--- src/rtl/mdu_pkg.sv ---
// Shared definitions for the iterative multiply/divide unit.
//   - op encodings as presented on the op port
//   - FSM state enum
//   - width-generic two's-complement conditional negate (absolute value when
//     the enable is the operand's sign bit)
package mdu_pkg;

  typedef enum logic [1:0] {
    OP_MULT  = 2'b00,
    OP_MULTU = 2'b01,
    OP_DIV   = 2'b10,
    OP_DIVU  = 2'b11
  } mdu_op_e;

  typedef enum logic [2:0] {
    ST_IDLE,
    ST_PREP,
    ST_RUN,
    ST_FIX,
    ST_DONE
  } mdu_state_e;

  // Widest value the helper handles; callers zero-extend into it and truncate
  // back. The low k bits of a negation do not depend on the working width, so
  // this is exact for any 2*WIDTH <= MDU_MAXW.
  localparam int MDU_MAXW = 128;

  function automatic logic [MDU_MAXW-1:0] mdu_cond_neg(input logic [MDU_MAXW-1:0] x,
                                                       input logic               en);
    return en ? (~x + MDU_MAXW'(1)) : x;
  endfunction

endpackage

--- src/rtl/mult_div_unit_core.sv ---
// mdu_iter_core: per-step datapath for the multi-cycle multiply/divide.
//   clk, reset     : clock, synchronous active-low reset
//   load_i         : load operands and iteration counter (PREP)
//   run_i          : perform one step this cycle (RUN)
//   is_div_i       : 1 = restoring divide step, 0 = shift-add multiply step
//   opa_i, opb_i   : unsigned operand magnitudes (a, b)
//   last_o         : counter is at 0, current step is the final one
//   acc_hi_o/lo_o  : accumulator halves (product hi/lo, or remainder/quotient)
module mdu_iter_core #(
  parameter int WIDTH = 32
) (
  input  logic             clk,
  input  logic             reset,
  input  logic             load_i,
  input  logic             run_i,
  input  logic             is_div_i,
  input  logic [WIDTH-1:0] opa_i,
  input  logic [WIDTH-1:0] opb_i,
  output logic             last_o,
  output logic [WIDTH-1:0] acc_hi_o,
  output logic [WIDTH-1:0] acc_lo_o
);

  localparam int CW = $clog2(WIDTH);

  logic [CW-1:0]    cnt_q, cnt_d;
  logic [WIDTH-1:0] hi_q, hi_d, lo_q, lo_d;
  // Multiplicand for multiply, divisor for divide.
  logic [WIDTH-1:0] m_q, m_d;
  logic [WIDTH:0]   add_sum, shifted, diff;

  always_comb begin
    hi_d    = hi_q;
    lo_d    = lo_q;
    m_d     = m_q;
    cnt_d   = cnt_q;
    add_sum = {1'b0, hi_q} + (lo_q[0] ? {1'b0, m_q} : '0);
    // Partial remainder shifted left with the next dividend bit brought in.
    shifted = {hi_q, lo_q[WIDTH-1]};
    diff    = shifted - {1'b0, m_q};
    if (load_i) begin
      hi_d  = '0;
      lo_d  = is_div_i ? opa_i : opb_i;
      m_d   = is_div_i ? opb_i : opa_i;
      cnt_d = CW'(WIDTH-1);
    end else if (run_i) begin
      cnt_d = cnt_q - CW'(1);
      if (!is_div_i) begin
        // Carry out of the add lands in the top bit after the right shift.
        {hi_d, lo_d} = {add_sum, lo_q[WIDTH-1:1]};
      end else if (!diff[WIDTH]) begin
        hi_d = diff[WIDTH-1:0];
        lo_d = {lo_q[WIDTH-2:0], 1'b1};
      end else begin
        hi_d = shifted[WIDTH-1:0];
        lo_d = {lo_q[WIDTH-2:0], 1'b0};
      end
    end
  end

  always_ff @(posedge clk) begin
    if (!reset) begin
      hi_q  <= '0;
      lo_q  <= '0;
      m_q   <= '0;
      cnt_q <= '0;
    end else begin
      hi_q  <= hi_d;
      lo_q  <= lo_d;
      m_q   <= m_d;
      cnt_q <= cnt_d;
    end
  end

  assign last_o   = (cnt_q == '0);
  assign acc_hi_o = hi_q;
  assign acc_lo_o = lo_q;

endmodule

--- src/rtl/mult_div_unit.sv ---
// mult_div_unit: iterative signed/unsigned multiply and divide producing HI/LO.
//   clk, reset : clock, synchronous active-low reset
//   start      : request an operation (accepted only when busy = 0)
//   op         : 00 MULT, 01 MULTU, 10 DIV, 11 DIVU
//   a, b       : operands, latched on an accepted start
//   busy       : operation in progress (PREP/RUN/FIX)
//   done       : one-cycle pulse, hi/lo/div_zero valid
//   hi, lo     : product halves, or remainder/quotient
//   div_zero   : last divide had b == 0
// WIDTH must be at least 4 and at most MDU_MAXW/2.
module mult_div_unit
  import mdu_pkg::*;
#(
  parameter int WIDTH = 32
) (
  input  logic             clk,
  input  logic             reset,
  input  logic             start,
  input  logic [1:0]       op,
  input  logic [WIDTH-1:0] a,
  input  logic [WIDTH-1:0] b,
  output logic             busy,
  output logic             done,
  output logic [WIDTH-1:0] hi,
  output logic [WIDTH-1:0] lo,
  output logic             div_zero
);

  mdu_state_e       state_q, state_d;
  logic [1:0]       op_q;
  logic [WIDTH-1:0] a_q, b_q, hi_q, lo_q;
  logic             div_zero_q, neg_res_q, neg_rem_q;

  logic             is_div, is_signed, accept, div_by_zero, core_last;
  logic [WIDTH-1:0] mag_a, mag_b, acc_hi, acc_lo, fix_hi, fix_lo;
  logic [2*WIDTH-1:0] prod_fix;

  assign is_div      = (op_q == OP_DIV) || (op_q == OP_DIVU);
  assign is_signed   = (op_q == OP_MULT) || (op_q == OP_DIV);
  assign accept      = start && (state_q == ST_IDLE || state_q == ST_DONE);
  assign div_by_zero = is_div && (b_q == '0);

  // Unsigned magnitudes fed to the core; unsigned ops pass straight through.
  assign mag_a = WIDTH'(mdu_cond_neg(MDU_MAXW'(a_q), is_signed && a_q[WIDTH-1]));
  assign mag_b = WIDTH'(mdu_cond_neg(MDU_MAXW'(b_q), is_signed && b_q[WIDTH-1]));

  mdu_iter_core #(.WIDTH(WIDTH)) u_core (
    .clk      (clk),
    .reset    (reset),
    .load_i   (state_q == ST_PREP),
    .run_i    (state_q == ST_RUN),
    .is_div_i (is_div),
    .opa_i    (mag_a),
    .opb_i    (mag_b),
    .last_o   (core_last),
    .acc_hi_o (acc_hi),
    .acc_lo_o (acc_lo)
  );

  // Sign correction. neg_res_q/neg_rem_q are only ever set for signed ops.
  // Most-negative / -1 yields quotient magnitude 2^(WIDTH-1) with no negation,
  // which reads back as the most-negative value (wrap).
  always_comb begin
    prod_fix = (2*WIDTH)'(mdu_cond_neg(MDU_MAXW'({acc_hi, acc_lo}), neg_res_q));
    if (is_div) begin
      fix_lo = WIDTH'(mdu_cond_neg(MDU_MAXW'(acc_lo), neg_res_q));
      fix_hi = WIDTH'(mdu_cond_neg(MDU_MAXW'(acc_hi), neg_rem_q));
    end else begin
      fix_lo = prod_fix[WIDTH-1:0];
      fix_hi = prod_fix[2*WIDTH-1:WIDTH];
    end
  end

  // FSM: state register
  always_ff @(posedge clk) begin
    if (!reset) state_q <= ST_IDLE;
    else        state_q <= state_d;
  end

  // FSM: next state
  always_comb begin
    state_d = state_q;
    case (state_q)
      ST_IDLE, ST_DONE: state_d = accept ? ST_PREP : ST_IDLE;
      ST_PREP:          state_d = div_by_zero ? ST_DONE : ST_RUN;
      ST_RUN:           state_d = core_last ? ST_FIX : ST_RUN;
      ST_FIX:           state_d = ST_DONE;
      default:          state_d = ST_IDLE;
    endcase
  end

  // FSM: outputs
  always_comb begin
    busy = 1'b0;
    done = 1'b0;
    case (state_q)
      ST_PREP, ST_RUN, ST_FIX: busy = 1'b1;
      ST_DONE:                 done = 1'b1;
      default: ;
    endcase
  end

  // Operand latch and result registers.
  always_ff @(posedge clk) begin
    if (!reset) begin
      op_q       <= '0;
      a_q        <= '0;
      b_q        <= '0;
      hi_q       <= '0;
      lo_q       <= '0;
      div_zero_q <= 1'b0;
      neg_res_q  <= 1'b0;
      neg_rem_q  <= 1'b0;
    end else begin
      if (accept) begin
        op_q       <= op;
        a_q        <= a;
        b_q        <= b;
        div_zero_q <= 1'b0;
      end
      if (state_q == ST_PREP) begin
        neg_res_q <= is_signed && (a_q[WIDTH-1] ^ b_q[WIDTH-1]);
        neg_rem_q <= is_signed && a_q[WIDTH-1];
        if (div_by_zero) begin
          hi_q       <= a_q;
          lo_q       <= '1;
          div_zero_q <= 1'b1;
        end
      end
      if (state_q == ST_FIX) begin
        hi_q <= fix_hi;
        lo_q <= fix_lo;
      end
    end
  end

  assign hi       = hi_q;
  assign lo       = lo_q;
  assign div_zero = div_zero_q;

endmodule
--- config.mk ---
export PLATFORM = sky130hd
export DESIGN_NAME = mult_div_unit
export DESIGN_NICKNAME = d
export VERILOG_FILES = /design/src/rtl/mdu_pkg.sv /design/src/rtl/mult_div_unit_core.sv /design/src/rtl/mult_div_unit.sv
export SDC_FILE = /design/constraint.sdc
export NUM_CORES = 1
export LEC_CHECK = 0
export BUFFER_PORTS_ARGS = -buffer_cell sky130_fd_sc_hd__buf_2
export CAP_MARGIN = 20
export CORE_ASPECT_RATIO = 0.5
export CORE_MARGIN = 8
export CORE_UTILIZATION = 50
export CTS_CLUSTER_SIZE = 30
export DETAILED_ROUTE_END_ITERATION = 8
export PLACE_DENSITY = 0.68
export SLEW_MARGIN = 20
export SYNTH_ARGS = -nofsm -noshare
export SYNTH_HDL_FRONTEND = slang
export SYNTH_HIERARCHICAL = 1
export SYNTH_SLANG_ARGS = --single-unit
--- constraint.sdc ---
create_clock -name clk -period 4.2 [get_ports clk]
set_input_delay 0.42 -clock clk [delete_from_list [all_inputs] [get_ports clk]]
set_output_delay 0.42 -clock clk [all_outputs]
set_load 0.05 [all_outputs]
# Yosys cells after proc, flatten, opt, wreduce, memory -nomap -nowiden
# Cells that the tools add are included.
[word_totals] register_bits=237 inputBits=69 output_inout_bits=67 wordCells=86
[op_classes] addsub=8 n_eq_ne=6 muxes=33 bitwise_logic=7 reduce_logical=19
[ops] cell="$mux W32" count=20
[ops] cell="$add A32 B1 Y32 const B" count=4
[ops] cell="$not A32 Y32" count=4
[ops] cell="$add A64 B1 Y64 const B" count=1
[ops] cell="$mux W64" count=1
[ops] cell="$not A64 Y64" count=1
[ops] cell="$add A32 B33 Y33" count=1
[ops] cell="$sub A33 B32 Y33" count=1
[ops] cell="$logic_not A32 Y1" count=1
[ops] cell="$pmux W3 S4" count=1
[ops] cell="$mux W5" count=2
[ops] cell="$mux W1" count=8
[ops] cell="$eq A3 B2 Y1 const B" count=2
[ops] cell="$reduce_bool A2 Y1" count=3
[ops] cell="$logic_and A1 B1 Y1" count=5
[ops] cell="$logic_not A5 Y1" count=1
[ops] cell="$sub A5 B1 Y5 const B" count=1
[ops] cell="$eq A2 B2 Y1 const B" count=2
[ops] cell="$reduce_or A2 Y1" count=2
[ops] cell="$eq A3 B1 Y1 const B" count=1
[ops] cell="$eq A3 B3 Y1 const B" count=1
[ops] cell="$logic_not A3 Y1" count=1
[ops] cell="$logic_or A1 B1 Y1" count=3
[ops] cell="$mux W3" count=1
[ops] cell="other kinds (5)" count=5

# Logic depth before layout (Yosys ltp)
# Gate-level depths: netlist of run 1.
[depth] depth_word=6 ltp_mapped=14 mapped_depth_nobuf=12

# By module
# Netlist of run 1, hierarchy kept.
[by_module_without_submodules] module="mdu_iter_core" instances=1 cells_each=1205 area_each_um2=9502.9 seq_area_each_um2=2021.9
[by_module_without_submodules] module="mult_div_unit" instances=1 cells_each=1076 area_each_um2=8159.1 seq_area_each_um2=2722.6

# Worst setup path before layout of run 1
# Ideal clock, no wire load.
[synth_path] path_type="register to register" startpoint="reg u_core.lo_q[0], in the netlist u_core/acc_lo_o[0]" endpoint="reg u_core.hi_q[29], in the netlist u_core/acc_hi_o[29]" arrival_ns=2.936 setup_slack_ns=1.172 path_stages_with_launch=14 path_buffers=1 synth_period_minus_slack_ns=3.028 path_cell_list="dfxtp_1 clkbuf_1 and2_1 ha_1 fa_1 a21o_1 a221oi_2 a211o_1 a21oi_1 o21ai_2 a21oi_2 o211ai_1 or3b_2 o32ai_1"
[synth_between] elab_chain_len=3
[synth_rtl] element="start: declaration" line_no="mult_div_unit_core.sv:27" source="logic [WIDTH-1:0] hi_q, hi_d, lo_q, lo_d;"
[synth_rtl] element="start signal: assignment" line_no="mult_div_unit_core.sv:69" source="lo_q <= lo_d;"
[synth_rtl] element="$mux W32" line_no="mult_div_unit_core.sv:37" source="add_sum = {1'b0, hi_q} + (lo_q[0] ? {1'b0, m_q} : '0);"
[synth_rtl] element="$add A32 B33 Y33" line_no="mult_div_unit_core.sv:37"
[synth_rtl] element="$mux W32" line_no="mult_div_unit_core.sv:48" source="if (!is_div_i) begin"
[synth_rtl] element="end signal: assignment" line_no="mult_div_unit_core.sv:68" source="hi_q <= hi_d;"
[synth_rtl] element="end: declaration" line_no="mult_div_unit_core.sv:27"
# Every way passes these cells.
# A chain may end at the register's enable or synchronous reset.

# Worst setup path after layout of run 1
[layout_path] startpoint="reg u_core.lo_q[31], in the netlist u_core/acc_lo_o[31]" endpoint="reg u_core.hi_q[14], in the netlist u_core/acc_hi_o[14]"
[layout_between] elab_chain_len=3
[layout_rtl] element="$sub A33 B32 Y33" line_no="mult_div_unit_core.sv:40" source="diff = shifted - {1'b0, m_q};"
[layout_rtl] element="$mux W32" line_no="mult_div_unit_core.sv:51" source="end else if (!diff[WIDTH]) begin"
[layout_rtl] element="$mux W32" line_no="mult_div_unit_core.sv:48"
# Every way passes these cells.

==> results of run 1 <==
## placed cells by master (no fill, tap or decap), types with 11 or more instances in the layout
cell	count
inv_1	69
nand4_1	21
nor2_1	157
a21oi_1	239
and3_1	12
a211oi_1	17
ha_1	70
buf_2	134
o31ai_1	20
nand3_1	26
a21o_1	24
nor2b_1	21
a31oi_1	26
nand2_1	313
o211a_1	64
and2_1	42
o221ai_1	27
buf_4	55
xor2_1	80
clkbuf_16	23
nand2b_1	16
mux2i_1	113
o21ai_0	115
nor4_1	38
or3_1	11
dfxtp_1	236
xnor2_1	82
o41ai_1	12
nor3_1	50
## tightest hold or removal path, delay by kind of cell
family                 cells  cell delay [ps]
buffers and inverters      1               90
AO/OA/AOI/OAI              1               50
AND/OR/NAND/NOR            1               40
## power breakdown
part           switching, mW  total [mW]  internal [mW]
Combinational           1.85        2.91           1.06
Sequential             0.338        2.77           2.43
Clock                   1.01        2.16           1.16
## worst min-delay path by stage
stage / slack, ps / cells after the start / start / to
2_1_floorplan: 460 / 2 / b_q[4] / b_q[4]
3_3_place_gp: 450 / 2 / div_zero / div_zero
3_5_place_dp: 450 / 2 / div_zero / div_zero
4_1_cts: 80 / 3 / b[20] / b_q[20]
5_1_grt: 90 / 3 / a[26] / a_q[26]
6_report: 100 / 3 / b[20] / b_q[20]
## routing by layer
metal / track usage [%] / vias up
met4: 8.412 / 4
met1: 40.74 / 8580
li1: - / 8406
met2: 46.44 / 849
met3: 6.121 / 133
met5: 0 / -
## area by class of cell
cell class                      instances  area, um^2  area share, %
Clock buffer                           30       641.9          3.289
Clock inverter                         11       106.4         0.5450
Timing Repair Buffer                  191        1124          5.758
Antenna cell                            2       5.005        0.02565
Tap cell                              475       594.3          3.045
Inverter                               71       266.5          1.366
Multi-Input combinational cell       1817       12030          61.64
Sequential cell                       237        4748          24.33
## flip-flops by register name, summed over array words and instances, names as in the netlist
| register | flops |
|---|---|
| neg_rem_q | 1 |
| a_q | 32 |
| u_core/acc_hi_o | 32 |
| lo | 32 |
| b_q | 32 |
| state_q | 3 |
| div_zero | 1 |
| u_core/cnt_q | 5 |
| op_q | 2 |
| neg_res_q | 1 |
| u_core/m_q | 32 |
| u_core/acc_lo_o | 32 |
| hi | 32 |
## per-stage QoR
stage | util (%) | hold slack, ps | power [mW]
4_1_cts | 56.30 | 81.59 | 7.763
3_3_place_gp | 54.14 | 448.2 | 5.606
3_5_place_dp | 54.14 | 452.0 | 5.623
6_report | 56.32 | 96.42 | 7.843
2_1_floorplan | - | 460.4 | 4.801
5_1_grt | 56.31 | 85.55 | 8.177
## kinds of logic after synthesis
| family | count (synthesis) | share of synthesized area (%) |
|---|---|---|
| DFF | 237 | 26.86 |
| muxes | 115 | 6.532 |
| xor gates and xnor gates | 162 | 8.033 |
| AOI/OAI and AO/OA | 684 | 26.28 |
| and+or+nand+nor | 784 | 21.88 |
| buffers and inverters | 227 | 5.228 |
| adders and majority gates | 72 | 5.186 |
==> results list, run 1 <==
- The average instance in the mapped netlist occupies 7.743 um^2.
- The path class of the tightest hold or removal check is input pin to flop.
- Between clock sinks in the finished design, the worst skew comes to 18.72 ps.
- Routability-driven placement finished with a final weighted congestion of 1.022.
* Clock buffer count from CTS: 23
- In the detailed route, the total length drawn on met3 is 6548 um.
- Register-to-register setup slack: 610 ps
* Syn Nets: 2422
- Setup repair after global routing left no endpoint under its margin.
- Sum of routed wire segments on met1: 28420 um
- Dividing the detail-routed wire length by the instance count gives 22.99 um.
- The setup path with the least slack is of type flop to flop.
- After synthesis the cells add up to 0.01766 mm^2.
- Logic depth of the worst setup path including buffers: 13
- The count of buffers added on input and output ports is 135.
* Capture point of the worst path: u_core/acc_hi_o[14]
- Unique cell type count in the Yosys netlist: 104
- Among all cell types in the netlist, the one instantiated most often is nand2_1.
- For this run, the number of Yosys warnings is 6.
- Detailed Route WL: 65140 um
- Cell at the slowest stage of the critical path: a21oi_2
- Clock input transition at the sequential cells of the worst setup and hold paths: 70 ps
- Reg-to-reg startpoint: u_core/acc_lo_o[31]
- For this run, the number of standard cells in the final layout without fillers is 2834.
* Resized Gates After CTS: 0
- The first detailed-routing pass took 6 iterations.
- Clock tree from TritonCTS: yes
* Min Clock Period, post-route: 3590 ps
- Largest net degree at the start of global routing: 134
* Maximum count of clock buffers along a single path: 3
* Predominant post-synthesis flop cell: dfxtp_1
- For this block, the initial DRC count from the detailed router was 2214.
- For this run, the top clock speed supported by timing is 278.5 MHz.
- The later pin in the worst-skew pair is clocked with a latency of 560 ps.
- The worst path uses 85.48% of the clock period.
- Number of DRC violations after detailed routing: 0
* Max Transition Viols Final: 0
* Placement Rows: 48
* Share of the synthesized area in the top cell type: 26.86%
- The filler cells instantiated in the layout total 3332.
* Top-level port count: 136
- Result of the run: finished, final reports clean
* Leftover overflow at the end of global routing: 0
- Floorplan die area: 0.04196 mm^2
- # H-tree levels: 1
- Via count of the first global-routing pass: 16490
- Worst slew slack as a fraction of its limit: 31.78%
- Max Cap Violations: 0
- Once placement completed, the tool counted placed cells totaling 2791.
* Clock root buffer: clkbuf_16
- Dividing the detail-routed via count by the number of cells gives 6.342.
- Once detail routing completed, the nets flagged for antenna violations numbered 0.
- Post-CTS Repair Setup Buffers: 0
* Nature of the critical path endpoint: flop
* Worst R2R Path Depth: 13
* Worst-case setup margin in the final layout: 609.9 ps
- For the pin with the worst max-slew slack, the measured transition is 1021 ps.
- Crit-path max cell delay: 630 ps
* Maximum fanout along the worst path: 13
- Of the synthesized area, sequential elements account for 26.86%.
* Initial antenna violation count: 5
- Startpoint class of the critical path: flop
- The critical path goes through inv_1 > ha_1 > fa_1 > nand2b_1 > a21oi_1 > o211ai_1 > nand4_4 > o21ai_4 > a21oi_2 > buf_4 > nor4_1 > a211oi_1 > o21ai_1.
* Layout Nets: 2482
- Proportion of register bits with asynchronous set or reset after synthesis: 0%
- Dpl hpwl: 48550 um
- The endpoint identified for the worst register-to-register timing path is u_core/acc_hi_o[14].
* Routed length on met2: 28020 um
* Data arrival, critical path: 4030 ps
- Synth top cells by count: nand2_1 (315), a21oi_1 (239), dfxtp_1 (237)
* Total negative setup slack: 0 ps
- Global routing consumed, over all layers together, 29.56% of the routing resources.
- Combined buffer and inverter count along the critical path: 2
* Starting density of the core: 50.97%
* Worst ir drop on vdd: 281.8 uV
* Number of instances in the synthesized netlist: 2281
* Layout Cell Area excl Fill: 0.01952 mm^2
- Leakage power figure: 8.372 nW
- Before CTS, the worst setup slack after placement is 744.1 ps.
* Hold-fix buffers at CTS: 0
- Cells with a size suffix above 1 make up 12.81% of the layout.
* Width of the die: 281.8 um
* Cell Area, Placed: 0.01876 mm^2
* Floorplan die height: 148.9 um
* Floorplan core area: 0.03465 mm^2
- Number of failing setup endpoints in the final timing report: 0
- Synthesized flop and latch total: 237
* Launching element of the worst setup path: u_core/acc_lo_o[31]
* Number of endpoints with negative hold slack in the final report: 0
- The biggest area contributor in the post-synthesis netlist is dfxtp_1.
- Area added between synthesis and finish: 10.49%
* Number of enable-type register cells in the synthesized netlist: 0
- STA puts the critical path data required time at 4640 ps.
* Top Family by Delay on Critical Path: compound AO/OA/AOI/OAI gates
* Total via count in the routed design: 17970
- Top layer in use: met5
* Count of clock tree sinks: 237
* Top post-synthesis cells by area: dfxtp_1 (27%), a21oi_1 (6.8%), nand2_1 (6.7%)
- For this design the ratio of total power to cell area is 401.9 mW/mm^2.
- Wire length of the first global-routing pass: 98350 um
Power figures use the tool's default switching activity.
==> run 2, diff against run 1 <==
Settings changed: CORE_UTILIZATION 50 to 30, PLACE_DENSITY 0.68 to unset.
==> run 2 against run 1 <==
  * Power up 0.89%
  * Global-route usage down 9.3 points
  * Critical path depth down 1
  * First-iteration DRC count up 14%
  * Hold slack better by 3.2 ps
  * Sequential power about the same
  * Sequential cell count unchanged
  * Sequential share of layout area down 0.45 points
  * Non-clock buffer count up 6
  * Cell count up 11%
  * Register-to-register slack worse by 180 ps
  * Largest cell class unchanged
==> results list, run 2 (synthesized netlist as in run 1, its figures left out) <==
- Clock root buffer: clkbuf_16
* Resized Gates After CTS: 0 (unchanged)
- The slowest stage of the critical path belongs to the cell a41oi_1.
* Max Transition Viols Final: 0 (unchanged)
* Via-to-Cell Ratio: 5.834 (-8.0%)
- The part of the total power dissipated in sequential elements came to 34.7% (-0.6 points).
- Dpl hpwl: 57260 um (+18%)
* Number of failing setup endpoints in the final timing report: 0 (unchanged)
* Logic depth of the worst setup path including buffers: 12 (-1)
- The headroom to the max-slew limit was 27.17% (-4.6 points).
- Number of DRC violations after detailed routing: 0 (unchanged)
- Compared with the post-synthesis result, the final layout area differs by 12.59%.
- The top-level port count is 136 (unchanged).
- The switching power total is 3.328 mW (+4.2%).
* Min Clock Period, post-route: 3765 ps (+175.2 ps)
* Initial antenna violation count: 2 (-3)
- Number of filler cells placed in the layout: 6208 (+86%)
* Combined buffer and inverter count along the critical path: 0 (-2)
* Share of final-layout standard cells stronger than drive strength 1: 12.75% (-0.059 points)
- The number of buffers between clock root and the deepest sink is 3 (unchanged).
- Req. time, crit path: 4650 ps (about the same)
- Tcrit/Tclk final: 89.65% (+4.2 points)
- The run finished with clean final reports.
- Kind of critical path: flop to flop
* Top Family by Delay on Critical Path: compound AO/OA/AOI/OAI gates
* Width of the die: 359.1 um (+27%)
- The worst register-to-register path begins at u_core/acc_lo_o[0].
* Data arrival, critical path: 4220 ps (+190 ps)
- Antenna-violating nets left: 0 (unchanged)
* Commonest cells after routing, fill and taps aside: nand2_1 (313), a21oi_1 (239), dfxtp_1 (236)
* Count of input and output buffers: 135 (unchanged)
* FMAX: 265.6 MHz (-4.7%)
- # H-tree levels: 1 (unchanged)
* Worst Min Path Start: op[1]
* Largest net degree at the start of global routing: 99 (-26%)
- The core outline area was 0.05873 mm^2 (+69%).
* Hold/Removal Path Class: input pin to flop
* Starting density of the core: 30.08% (-21 points)
* Switching part of the total power: 42.06% (+1.3 points)
- The row count was 63 (+31%).
- Proportion of power drawn by the clock network: 25.6% (-2.0 points)
- The most critical setup path has its startpoint at u_core/acc_lo_o[0].
- Clock buffer count from CTS: 23 (unchanged)
- The total negative slack came to 0 ps (unchanged).
* Worst clock skew: 22.24 ps (+3.519 ps)
* P per Cell Area: 397.9 mW/mm^2 (-0.99%)
- Total Routing Usage GR: 20.28% (-9.3 points)
- The number of global-route vias before repair is 16530 (+0.28%).
- The leakage power total is 8.338 nW (-0.41%).
- Leaving out fill and tap cells, the most frequent cell in the layout is nand2_1.
* Detailed-routing iteration count for the pre-antenna-repair pass: 6 (unchanged)
- Unrepaired setup endpoints after global routing: false
* Clock tree from TritonCTS: yes
- The worst stage delay on the critical path came to 580 ps (-50 ps).
- Later-pin clock latency in the skew report: 560 ps (about the same)
- STA classifies the critical path endpoint as a flop.
* Leftover overflow at the end of global routing: 0 (unchanged)
- The internal power is 4.585 mW (-1.4%).
- The instance count along the most critical hold path came to 3 (unchanged).
- The final number of hold-violating endpoints is 0 (unchanged).
- Floorplan die height: 187.6 um (+26%)
- The critical path goes through and2_1 > ha_1 > fa_1 > a21o_1 > a221oi_2 > a211o_1 > nand2_1 > a41oi_1 > o21ai_0 > xor2_1 > a32oi_1 > o21ai_1.
- The depth of the worst register-to-register path was 12 (-1).
- The via count of the routed design is 18330 (+2.0%).
* Transition at the pin with the smallest max-transition slack: 1077 ps (+56.07 ps)
* Post-layout power: 7.913 mW (+0.89%)
* Share of total power in combinational logic: 39.7% (+2.6 points)
- The worst setup path is launched from a flop.
- The total wire length after detailed routing is 72700 um (+12%).
- The final routed wire length divided by cell count is 23.14 um (+0.66%).
- The overall die area was 0.06736 mm^2 (+61%).
* Layout Nets: 2488 (+0.24%)
- The wire length of the first global-routing pass came to 107500 um (+9.3%).
- DRC marker count from the first detailed-route iteration: 2531 (+14%)
* GP Congestion: 0.9894 (-3.2%)
- The maximum net fanout on the critical path is 14 (+1).
- Clock input transition at the sequential cells of the worst setup and hold paths: 80 ps (about the same)
- The buffers inserted during post-CTS setup optimization came to 0 (unchanged).
* Hold-fix buffers at CTS: 0 (unchanged)
- Worst ir drop on vdd: 308.6 uV (+9.5%)
- Max Cap Violations: 0 (unchanged)
- Count of clock tree sinks: 237 (unchanged)
## run 2: cell types whose count changed in the layout (fill, tap and decap cells not counted), sizes merged
cell / before / now
bufinv: 1 / 0
clkinvlp: 0 / 2
buf: 191 / 197
inv: 74 / 71
clkbuf: 30 / 34
clkinv: 7 / 2
## run 2: tightest hold or removal path, cell delays in order
cell,delay [ps]
buf_2,100
nand2_1,50
a21oi_1,50
## run 2: path summary, 6_finish.rpt
kind / endpoint / slack [ps]
worst max-delay path: u_core/acc_hi_o[19] / 430
worst min-delay path: op_q[1] / 100
worst min register to register: div_zero / 460
worst max register to register: u_core/acc_hi_o[19] / 430
## run 2: routing by layer
| layer | vias to the layer above | routed length, um | part of all wire (%) | track usage [%] |
|---|---|---|---|---|
| met5 | - | 161 | 0.22 | 1.595 |
| met3 | 80 | 10130 | 14 | 9.231 |
| met2 | 934 | 25230 | 35 | 24.59 |
| met4 | 4 | 770 | 1.1 | 1.920 |
| met1 | 8877 | 36400 | 50 | 31.93 |
| li1 | 8436 | - | - | - |
## run 2: power by group through the flow
stage               combinational [mW]  clock, mW  sequential, mW
finish                            3.14       2.02            2.75
global route                      3.35       2.15            2.77
CTS                               3.02       2.05            2.74
detailed placement                3.00          0            2.79
global placement                  2.96          0            2.78
floorplan                         2.06          0            2.74
## run 2: final cells by class
cell class / instances / area, um^2 / area share [%]
Multi-Input combinational cell: 1817 / 12030 / 60.51
Inverter: 71 / 266.5 / 1.340
Clock inverter: 4 / 28.78 / 0.1447
Antenna cell: 2 / 5.005 / 0.02517
Sequential cell: 237 / 4748 / 23.88
Clock buffer: 34 / 646.9 / 3.253
Tap cell: 780 / 975.9 / 4.908
Timing Repair Buffer: 197 / 1181 / 5.940
## run 2: through the flow
stage | area [um^2] | setup slack, ps | utilization, % | hold slack [ps] | std cells
after floorplan | 17660 | 1172 | - | 460.4 | 2281
after global placement | 19200 | 480.9 | 32.70 | 443.9 | 3102
after detailed placement | 19200 | 561.8 | 32.70 | 448.6 | 3102
after CTS | 19880 | 536.2 | 33.85 | 91.02 | 3140
after global routing | 19880 | 221.7 | 33.85 | 88.72 | 3140
final | 19890 | 434.7 | 33.86 | 99.67 | 3142
